<file path="config.mk">
export PLATFORM = sky130hd
export DESIGN_NAME = mult3_serial_tx_flat
export DESIGN_NICKNAME = d
export VERILOG_FILES = /design/src/rtl/mult3_pkg.sv /design/src/rtl/mult3_serial_tx_if.sv /design/src/rtl/mult3_serial_tx_tracker.sv /design/src/rtl/mult3_serial_tx.sv /design/src/flat_wrapper.sv
export SDC_FILE = /design/constraint.sdc
export NUM_CORES = 1
export LEC_CHECK = 0
export ABC_AREA = 1
export CAP_MARGIN = 20
export CORE_MARGIN = 2
export CORE_UTILIZATION = 39
export CTS_BUF_LIST = sky130_fd_sc_hd__clkbuf_16
export DETAILED_ROUTE_END_ITERATION = 7
export SKIP_CTS_REPAIR_TIMING = 1
export SLEW_MARGIN = 20
export SYNTH_ARGS = -nofsm -noshare
export SYNTH_HDL_FRONTEND = slang
export SYNTH_SLANG_ARGS = --single-unit
</file>
<file path="constraint.sdc">
create_clock -name clk -period 2.15 [get_ports clk]
set_clock_uncertainty 0.05 [all_clocks]
set_input_delay 0.43 -clock clk [delete_from_list [all_inputs] [get_ports clk]]
set_output_delay 0.43 -clock clk [all_outputs]
set_load 0.1 [all_outputs]
</file>
<file path="src/rtl/mult3_pkg.sv">
// Shared definitions for the multiply-by-three serial link:
// FSM state encoding, frame length and mod-3 remainder arithmetic.
package mult3_pkg;

  typedef enum logic [1:0] {
    IDLE  = 2'b00,
    SHIFT = 2'b01,
    DONE  = 2'b10
  } state_t;

  typedef enum logic [1:0] {
    REM0 = 2'd0,
    REM1 = 2'd1,
    REM2 = 2'd2
  } rem_t;

  // Product of a w-bit operand and 3 needs two extra bits.
  function automatic int frame_len(input int w);
    return w + 2;
  endfunction

  // (2*r + b) mod 3, one serial bit at a time, MSB first.
  function automatic rem_t mod3_step(input rem_t r, input logic b);
    rem_t n;
    case (r)
      REM0:    n = b ? REM1 : REM0;
      REM1:    n = b ? REM0 : REM2;
      REM2:    n = b ? REM2 : REM1;
      default: n = REM0;
    endcase
    return n;
  endfunction

endpackage

</file>
<file path="src/rtl/mult3_serial_tx_if.sv">
// Operand handshake plus serial frame bus of the mult3 transmitter.
// master = operand source / frame sink, slave = transmitter.
interface mult3_serial_tx_if #(parameter int WIDTH = 8);
  logic             in_valid;
  logic [WIDTH-1:0] in_data;
  logic             in_ready;
  logic             out;
  logic             out_valid;
  logic             out_first;
  logic             out_last;
  logic             done;

  modport master (
    output in_valid, in_data,
    input  in_ready, out, out_valid, out_first, out_last, done
  );

  modport slave (
    input  in_valid, in_data,
    output in_ready, out, out_valid, out_first, out_last, done
  );
endinterface

</file>
<file path="src/rtl/mult3_serial_tx_tracker.sv">
// Running mod-3 remainder of an MSB-first bit stream. Used by the
// transmitter only when MULT3_SELFCHECK_EN is defined.
// rem reflects the remainder including the current bit when en is high.
module mod3_tracker
  import mult3_pkg::*;
(
  input  logic       clk,
  input  logic       reset,
  input  logic       clr,
  input  logic       en,
  input  logic       sbit,
  output logic [1:0] rem
);
  rem_t rem_q, base, nxt;

  // Restart from zero on the frame's first bit, then fold in each bit.
  always_comb begin
    base = clr ? REM0 : rem_q;
    nxt  = en ? mod3_step(base, sbit) : rem_q;
  end

  assign rem = nxt;

  // Hold the running remainder between bits.
  always_ff @(posedge clk) begin
    if (!reset) rem_q <= REM0;
    else        rem_q <= nxt;
  end
endmodule

</file>
<file path="src/rtl/mult3_serial_tx.sv">
// Serial transmitter: latches an operand, forms operand*3 at full
// WIDTH+2 width and shifts it out MSB-first, one bit per clock.
// Optional self-check (define MULT3_SELFCHECK_EN) tracks the remainder
// of each emitted frame and raises sticky err if a frame is not
// divisible by three.
// WIDTH must match the WIDTH of the connected interface instance.
module mult3_serial_tx
  import mult3_pkg::*;
#(
  parameter int WIDTH = 8
) (
  input  logic                clk,
  input  logic                reset,
  mult3_serial_tx_if.slave    bus,
  output logic [1:0]          state,
  output logic                err
);
  localparam int L  = frame_len(WIDTH);
  localparam int CW = $clog2(L);

  state_t         st;
  logic [L-1:0]   sr;
  logic [CW-1:0]  cnt;
  logic [L-1:0]   ext;

  assign ext          = {2'b00, bus.in_data};
  assign bus.in_ready = (st == IDLE) && reset;
  assign state        = st;

  // Frame FSM: load product, shift L bits, pulse done, back to idle.
  always_ff @(posedge clk) begin
    if (!reset) begin
      st            <= IDLE;
      sr            <= '0;
      cnt           <= '0;
      bus.out       <= 1'b0;
      bus.out_valid <= 1'b0;
      bus.out_first <= 1'b0;
      bus.out_last  <= 1'b0;
      bus.done      <= 1'b0;
    end else begin
      case (st)
        IDLE: begin
          bus.out       <= 1'b0;
          bus.out_valid <= 1'b0;
          bus.out_first <= 1'b0;
          bus.out_last  <= 1'b0;
          bus.done      <= 1'b0;
          if (bus.in_valid && bus.in_ready) begin
            sr  <= (ext << 1) + ext;
            cnt <= CW'(L - 1);
            st  <= SHIFT;
          end
        end
        SHIFT: begin
          bus.out       <= sr[L-1];
          bus.out_valid <= 1'b1;
          bus.out_first <= (cnt == CW'(L - 1));
          bus.out_last  <= (cnt == '0);
          bus.done      <= 1'b0;
          sr            <= sr << 1;
          cnt           <= cnt - 1'b1;
          if (cnt == '0) st <= DONE;
        end
        DONE: begin
          bus.out       <= 1'b0;
          bus.out_valid <= 1'b0;
          bus.out_first <= 1'b0;
          bus.out_last  <= 1'b0;
          bus.done      <= 1'b1;
          st            <= IDLE;
        end
        default: begin
          bus.out       <= 1'b0;
          bus.out_valid <= 1'b0;
          bus.out_first <= 1'b0;
          bus.out_last  <= 1'b0;
          bus.done      <= 1'b0;
          st            <= IDLE;
        end
      endcase
    end
  end

`ifdef MULT3_SELFCHECK_EN
  logic [1:0] rem;

  mod3_tracker u_trk (
    .clk   (clk),
    .reset (reset),
    .clr   (bus.out_first),
    .en    (bus.out_valid),
    .sbit  (bus.out),
    .rem   (rem)
  );

  // Latch any frame whose final remainder is non-zero.
  always_ff @(posedge clk) begin
    if (!reset)                                                  err <= 1'b0;
    else if (bus.out_valid && bus.out_last && rem != 2'(REM0))   err <= 1'b1;
  end
`else
  assign err = 1'b0;
`endif

endmodule

</file>
<file path="src/flat_wrapper.sv">
// flat-port wrapper written by rule: the top's interface ports become plain ports
module mult3_serial_tx_flat import mult3_pkg::*;
#(
  parameter int WIDTH = 8
)
  (clk, reset, state, err, bus_in_valid, bus_in_data, bus_in_ready, bus_out, bus_out_valid, bus_out_first, bus_out_last, bus_done);
  mult3_serial_tx_if #(.WIDTH(WIDTH)) bus_i ();
  input  logic clk;
  input  logic reset;
  output logic [1:0] state;
  output logic err;
  input wire logic [$bits(bus_i.in_valid)-1:0] bus_in_valid;
  input wire logic [$bits(bus_i.in_data)-1:0] bus_in_data;
  output wire logic [$bits(bus_i.in_ready)-1:0] bus_in_ready;
  output wire logic [$bits(bus_i.out)-1:0] bus_out;
  output wire logic [$bits(bus_i.out_valid)-1:0] bus_out_valid;
  output wire logic [$bits(bus_i.out_first)-1:0] bus_out_first;
  output wire logic [$bits(bus_i.out_last)-1:0] bus_out_last;
  output wire logic [$bits(bus_i.done)-1:0] bus_done;
  assign bus_i.in_valid = bus_in_valid;
  assign bus_i.in_data = bus_in_data;
  assign bus_in_ready = bus_i.in_ready;
  assign bus_out = bus_i.out;
  assign bus_out_valid = bus_i.out_valid;
  assign bus_out_first = bus_i.out_first;
  assign bus_out_last = bus_i.out_last;
  assign bus_done = bus_i.done;
  mult3_serial_tx #(.WIDTH(WIDTH)) u_core (.clk(clk), .reset(reset), .bus(bus_i), .state(state), .err(err));
endmodule
</file>
# After elaboration in Yosys (flattened, before gate mapping)

Index checks and enable logic that the tools add are counted.

Add/subtract/negate cells: 2
Equality and inequality tests: 5
Multiplexer cells: 9
Reduce and logical (&&, ||, !) cells: 8

Operator list:

| operator                                              | number |
|---|---|
| case mux 10 bit (2 select lines)                      | 1 |
| adder 9 x 8 -> 10 bit                                 | 1 |
| two-way mux 10 bit                                    | 1 |
| case mux 4 bit (2 select lines)                       | 1 |
| AND reduction 2 bit                                   | 3 |
| equality test 4 bit, second input constant            | 1 |
| zero test 4 bit                                       | 1 |
| two-way mux 2 bit                                     | 2 |
| two-way mux 4 bit                                     | 1 |
| case mux 2 bit (2 select lines)                       | 1 |
| subtractor 4 x 1 -> 4 bit, second input constant      | 1 |
| equality test 2 x 1 -> 1 bit, second input constant   | 1 |
| equality test 2 bit, second input constant            | 1 |
| logical AND 1 bit                                     | 2 |
| zero test 2 bit                                       | 1 |
| two-way mux 1 bit                                     | 2 |
| inequality test 2 x 1 -> 1 bit, second input constant | 1 |
| inequality test 2 bit, second input constant          | 1 |
| nonzero test 2 bit                                    | 1 |

Bits in registers: 21
Bits of input ports: 11
Word-level logic and storage cells: 32

# Longest topological paths before layout

Gate-level depths: netlist of run 1.

Depth after elaboration: 5
Mapped depth: 11
Gate-level depth less buffers: 11

# Least setup slack after synthesis of run 1

OpenSTA, ideal clock, no wires.

Path type: register -> output
From: reg u_core.st[0], in the netlist u_core.state[0]
To: out bus_in_ready
Data arrival time: 2.923 ns
Slack: -1.253 ns
Stages on the path, launching flop included: 2
Buffers on the path: 0
Path through: dfxtp_1 nor3_1

Longest elaborated chain between the ends: 2

Ends and longest elaborated chain:

| what                     | line                  | RTL |
|---|---|---|
| start: declaration       | mult3_serial_tx.sv:21 | `state_t st;` |
| start signal: assignment | mult3_serial_tx.sv:33 | `st <= IDLE;` |
| start signal: assignment | mult3_serial_tx.sv:52 | `st <= SHIFT;` |
| start signal: assignment | mult3_serial_tx.sv:63 | `if (cnt == '0) st <= DONE;` |
| zero test 2 bit          | mult3_serial_tx.sv:27 | `assign bus.in_ready = (st == IDLE) && reset;` |
| logical AND 1 bit        | mult3_serial_tx.sv:27 |  |
| end: declaration         | flat_wrapper.sv:14    | `output wire logic [$bits(bus_i.in_ready)-1:0] bus_in_ready;` |

Every way passes these cells.

# Final worst setup path of run 1

From: in bus_in_data[0]
To: reg u_core.sr[7]

Longest elaborated chain between the ends: 3

Ends and longest elaborated chain:

| what                             | line                  | RTL |
|---|---|---|
| start: declaration               | flat_wrapper.sv:13    | `input wire logic [$bits(bus_i.in_data)-1:0] bus_in_data;` |
| adder 9 x 8 -> 10 bit            | mult3_serial_tx.sv:50 | `sr <= (ext << 1) + ext;` |
| two-way mux 10 bit               | mult3_serial_tx.sv:49 | `if (bus.in_valid && bus.in_ready) begin` |
| case mux 10 bit (2 select lines) | mult3_serial_tx.sv:42 | `case (st)` |
| end signal: assignment           | mult3_serial_tx.sv:50 |  |
| end signal: assignment           | mult3_serial_tx.sv:61 | `sr <= sr << 1;` |
| end: declaration                 | mult3_serial_tx.sv:22 | `logic [L-1:0] sr;` |

Every way passes these cells. The select of a mux whose other input is x is not followed.
A chain may end at the register's enable or synchronous reset.

==> results of run 1 <==
## cells by family after synthesis
kind of cell | Yosys count | synth area share [%]
AO/OA/AOI/OAI | 26 | 15.4
adder cells (fa/ha/maj) | 13 | 13.2
buffers and inverters | 34 | 11.2
flip-flops | 21 | 32.5
other | 1 | 0.290
AND/OR/NAND/NOR | 72 | 27.4
## per-stage QoR
stage,hold WS (ps),cells
after floorplan,358,167
after global placement,379,229
after detailed placement,379,229
after CTS,386,233
after global routing,406,233
final,384,233
## state kept, by name (all words and copies together), names as in the netlist
signal / cells
u_core.bus.done: 1
u_core.bus.out: 1
u_core.bus.out_first: 1
u_core.bus.out_last: 1
u_core.bus.out_valid: 1
u_core.cnt: 4
u_core.sr: 10
u_core.state: 2
## worst reg2reg max path: stages (launching register included)
cell and delay (ps):
dfxtp_1 540, nand2_4 150, inv_2 210, o21ai_1 120
a21oi_1 180, a211oi_2 50
## worst min path at each step
stage | start | to
after global placement | u_core.sr[9] | u_core.bus.out
after detailed placement | u_core.sr[9] | u_core.bus.out
final | u_core.sr[9] | u_core.bus.out
after floorplan | u_core.sr[9] | u_core.bus.out
after CTS | u_core.sr[9] | u_core.bus.out
after global routing | u_core.sr[9] | u_core.bus.out
## synthesized netlist by cell type (3+ instances only)
master / count / area [µm²]
ha_1: 12 / 150
inv_1: 25 / 93.8
inv_2: 5 / 18.8
nor2_1: 9 / 33.8
nor3_1: 3 / 15.0
nand2_1: 35 / 131
dfxtp_1: 21 / 420
nand3_1: 15 / 75.1
a21oi_1: 9 / 45.0
## report_power, final
part / internal, µW / switching [µW] / leakage [µW]
registers: 416 / 17.7 / 0.000171
clock network: 248 / 136 / 0.0000423
logic: 112 / 187 / 0.000502
total: 775 / 341 / 0.000716
## area by class of cell
cell class                 count  area (µm²)
fill                         302        1470
multi-input combinational    112         743
sequential                    21         420
timing repair buffer          21         210
inverter                      31         121
clock buffer                   3        75.1
tap                           44        55.1
clock inverter                 1        3.75
## metal layers
layer	vias up	part of all wire [%]	routed length [µm]
met5	-	0	0
met4	0	1.9	48
met1	500	46	1140
met2	21	49	1220
met3	4	3.6	89
li1	588	-	-
==> impl_metrics.json, run 1 <==
{
  "status": "complete, no violations",
  "crit_path_end": "u_core.sr[7]",
  "gr-usage-all-layers_pct": 15.4,
  "netlist_area_um2": 1290,
  "fmax_mhz": 504,
  "power_uw": 1120,
  "arrival_ps": 2070,
  "path_clk_slew_ps": 50,
  "synth_ff_type": "dfxtp_1",
  "finalSetupTns_ps": 0,
  "p_leak_uw": 0.000716,
  "layout_common_cells": "nand2_1 (34), inv_1 (26), dfxtp_1 (21)",
  "clockBufferDepth": 2,
  "reg2regPathDepth": 5,
  "root_buffer": "clkbuf_16",
  "crit_family": "buffers and inverters",
  "place.gp.congestion": 0.779,
  "worst-path-stages": 12,
  "fin_crit_sh_pct": 92.4,
  "die_area_um2": 3790,
  "finalHoldViolations": 0,
  "core_um2": 3100,
  "met1_usage_pct": 17.7,
  "start_kind": "input port",
  "io_pins": 20,
  "insertion_delay_ps": 250,
  "cp-startpoint": "bus_in_data[0]",
  "num_vias": 1113,
  "synth_edf_count": 0,
  "drive_above_1_share_pct": 19.6,
  "path_cells": "clkdlybuf4s50_1 -> ha_2 -> inv_1 -> fa_1 -> inv_1 -> nand2_1 -> nand2_2 -> nand3b_1 -> nand2_1 -> nand2_1 -> nand3_1 -> a21oi_2",
  "place_area_um2": 1540,
  "grt-ovfl-total": 0,
  "first_pass_iters": 4,
  "timing.final.ws_setup_ps": 164,
  "async_flop_share_pct": 0,
  "vdd_drop_max_mv": 0.412,
  "grtUsageMet2_pct": 26.8,
  "ys_types": 34,
  "ys_seq_area_share_pct": 32.5,
  "wire_per_inst_um": 10.7,
  "ant_nets": 0,
  "path_common_cell": "nand2_1",
  "viasPerCell": 4.78,
  "busiest_layer": "met2",
  "post-place-ws_ps": -132,
  "fin_crit_ps": 1990,
  "crit_fanout": 3,
  "synth_area_per_cell_um2": 7.74,
  "die_y_um": 61.6,
  "die_w_um": 61.6,
  "synth_cells": 167,
  "critPathKind": "in2reg",
  "hp-class": "reg2reg",
  "rows": 20,
  "ys_warn_count": 0,
  "synth_fp_nets": 191,
  "drt_iter0_drc": 18,
  "syn_to_final_growth_pct": 26.0,
  "fin_nets": 214,
  "routed_wl_um": 2490,
  "grt_setup_unrepaired": "false",
  "reg2reg_slack_ps": 750,
  "initial_core_util_pct": 41.7,
  "dp_hpwl_um": 1900,
  "cts_inserted_buffers": 3,
  "crit_slowest_cell": "clkdlybuf4s50_1",
  "drv_cap": 0,
  "grt_pass1_wl_um": 4280,
  "cts_max_level": 1,
  "hold_depth": 2,
  "worstPathRequired_ps": 2240,
  "antenna_found_initial": 0,
  "crit-reg2reg-launch": "u_core.state[0]",
  "crit_path_max_incr_delay_ps": 480,
  "slew_violations": 0,
  "cts_tree": "yes",
  "grt_pass1_vias": 1051,
  "final_util_pct": 52.5,
  "final_area_um2": 1630,
  "clock_sinks": 21,
  "ys_seq_elements": 21,
  "power_density_nw_per_um2": 685,
  "grt_max_degree": 16,
  "r2r_end": "u_core.cnt[3]",
  "antennaDiodeCount": 0,
  "final_common_cell": "nand2_1",
  "drc": 0,
  "worstPathBufferInverterCount": 3,
  "port-buffer-count": 18,
  "endpoint_kind": "flip-flop",
  "finalSetupViolations": 0,
  "grtUsageMet3_pct": 2.73
}
(Power assumes the default switching activity.)
==> run 2, diff against run 1 <==
- PLACE_DENSITY_LB_ADDON: not set -> 0.08
==> run 2 against run 1 <==
Against the previous run:
- global-route usage decreased by 0.34 points
- combinational power increased by 1%
- final cell count rose by 1.3%
- sequential share of layout area decreased by 0.39 points
- clock-buffer cell count unchanged
- clock power rose by 2%
- flip-flop and latch count unchanged
- critical path type is now in2out
- critical endpoint is now bus_in_ready
- largest cell class unchanged
- largest power group unchanged
- highest routed layer unchanged
==> impl_metrics.json, run 2 (synthesis results as in run 1) <==
{
  "gr-usage-all-layers_pct": 15.0,
  "grt_pass1_wl_um": 4260,
  "path_cells": "clkdlybuf4s50_1 -> inv_1 -> nor3_4 -> buf_12",
  "critPathKind": "in2out",
  "final_util_pct": 53.3,
  "clockBufferDepth": 2,
  "grt_setup_unrepaired": "false",
  "grt-ovfl-total": 0,
  "crit_fanout": 4,
  "grt_pass1_vias": 1026,
  "viasPerCell": 4.62,
  "status": "complete, no violations",
  "r2r_end": "u_core.cnt[2]",
  "place_area_um2": 1560,
  "dp_hpwl_um": 1880,
  "antennaDiodeCount": 0,
  "rows": 20,
  "core_um2": 3100,
  "fin_crit_sh_pct": 93.5,
  "insertion_delay_ps": 250,
  "die_w_um": 61.6,
  "drive_above_1_share_pct": 20.8,
  "fmax_mhz": 498,
  "finalHoldViolations": 0,
  "crit_slowest_cell": "clkdlybuf4s50_1",
  "path_clk_slew_ps": 60,
  "min_from": "u_core.sr[9]",
  "drt_iter0_drc": 44,
  "vdd_drop_max_mv": 0.280,
  "crit_path_end": "bus_in_ready",
  "largest_reg_flops": 10,
  "wire_per_inst_um": 10.5,
  "crit_path_max_incr_delay_ps": 610,
  "fin_crit_ps": 2010,
  "hp-class": "reg2reg",
  "fin_nets": 217,
  "root_buffer": "clkbuf_16",
  "final_area_um2": 1650,
  "first_pass_iters": 4,
  "routed_wl_um": 2480,
  "ant_nets": 0,
  "drc": 0,
  "die_y_um": 61.6,
  "cts_max_level": 1,
  "clock_sinks": 21,
  "grt_max_degree": 16,
  "finalSetupViolations": 0,
  "antenna_found_initial": 0,
  "endpoint_kind": "output port",
  "initial_core_util_pct": 41.7,
  "port-buffer-count": 18,
  "worstPathRequired_ps": 1670,
  "p_leak_uw": 0.000739,
  "io_pins": 20,
  "seq_area_um2": 420,
  "drv_cap": 0,
  "start_kind": "input port",
  "power_density_nw_per_um2": 682,
  "multiInputGateArea_um2": 743,
  "arrival_ps": 1530,
  "final_common_cell": "nand2_1",
  "layout_common_cells": "nand2_1 (34), inv_1 (26), dfxtp_1 (21)",
  "cts_tree": "yes",
  "syn_to_final_growth_pct": 28.0,
  "die_area_um2": 3790,
  "num_vias": 1091,
  "cts_inserted_buffers": 3,
  "crit-reg2reg-launch": "u_core.state[0]",
  "cp-startpoint": "reset",
  "reg2reg_slack_ps": 770,
  "place.gp.congestion": 0.783,
  "reg2regPathDepth": 5,
  "slew_violations": 0,
  "top_register": "u_core.sr",
  "num-fill-cells": 323,
  "whs_ps": 382
}
## run 2: cell count changes in the layout (fill, tap and decap cells not counted), sizes merged
cell           before  now
clkdlybuf4s50       9    8
dlymetal6s2s        1    2
buf                11   14
## run 2: worst min path at each step
stage | slack, ps | to | cells after the start
finish | 380 | u_core.bus.out | 2
global route | 410 | u_core.bus.out | 2
CTS | 380 | u_core.bus.out | 2
detailed placement | 370 | u_core.bus.out | 2
global placement | 370 | u_core.bus.out | 2
floorplan | 360 | u_core.bus.out | 2
## run 2: layer usage
layer	wire, µm	GRT usage [%]	up-vias
met4	66	7.90	0
met3	67	1.26	6
li1	-	-	589
met1	1180	17.3	475
met5	0	0	-
met2	1160	27.4	21
## run 2: report_power, final
| part | leakage, µW | internal, µW | total, µW | switching [µW] |
|---|---|---|---|---|
| combinational | 0.000525 | 115 | 303 | 188 |
| sequential | 0.000171 | 415 | 433 | 17.4 |
| clock | 0.0000423 | 248 | 392 | 144 |
| total | 0.000739 | 779 | 1130 | 349 |
## run 2: final cells by class
class | instances | area share (%)
Clock buffer | 3 | 4.54
Inverter | 31 | 7.34
Clock inverter | 1 | 0.227
Multi-Input combinational cell | 112 | 44.9
Timing Repair Buffer | 24 | 14.2
Sequential cell | 21 | 25.4
Tap cell | 44 | 3.33
## run 2: worst max-delay path: cells and delay by family
| family | cells | cell delay, ps |
|---|---|---|
| buf+inv | 3 | 940 |
| simple gates | 1 | 160 |
## run 2: metrics by stage
stage | instances | total power [µW] | TNS (ps) | setup WS, ps
CTS | 235 | 1140 | 0 | 120
detailed placement | 231 | 744 | -278 | -147
global placement | 231 | 738 | -159 | -92.8
finish | 236 | 1130 | 0 | 141
global route | 236 | 1190 | 0 | 93.1
floorplan | 167 | 662 | 0 | 9.03
==> run 3, diff against run 2 <==
- CTS_CLUSTER_SIZE: not set -> 20
==> results of run 3 <==
The final DEF is identical to that of run 2; final timing and power are the same.
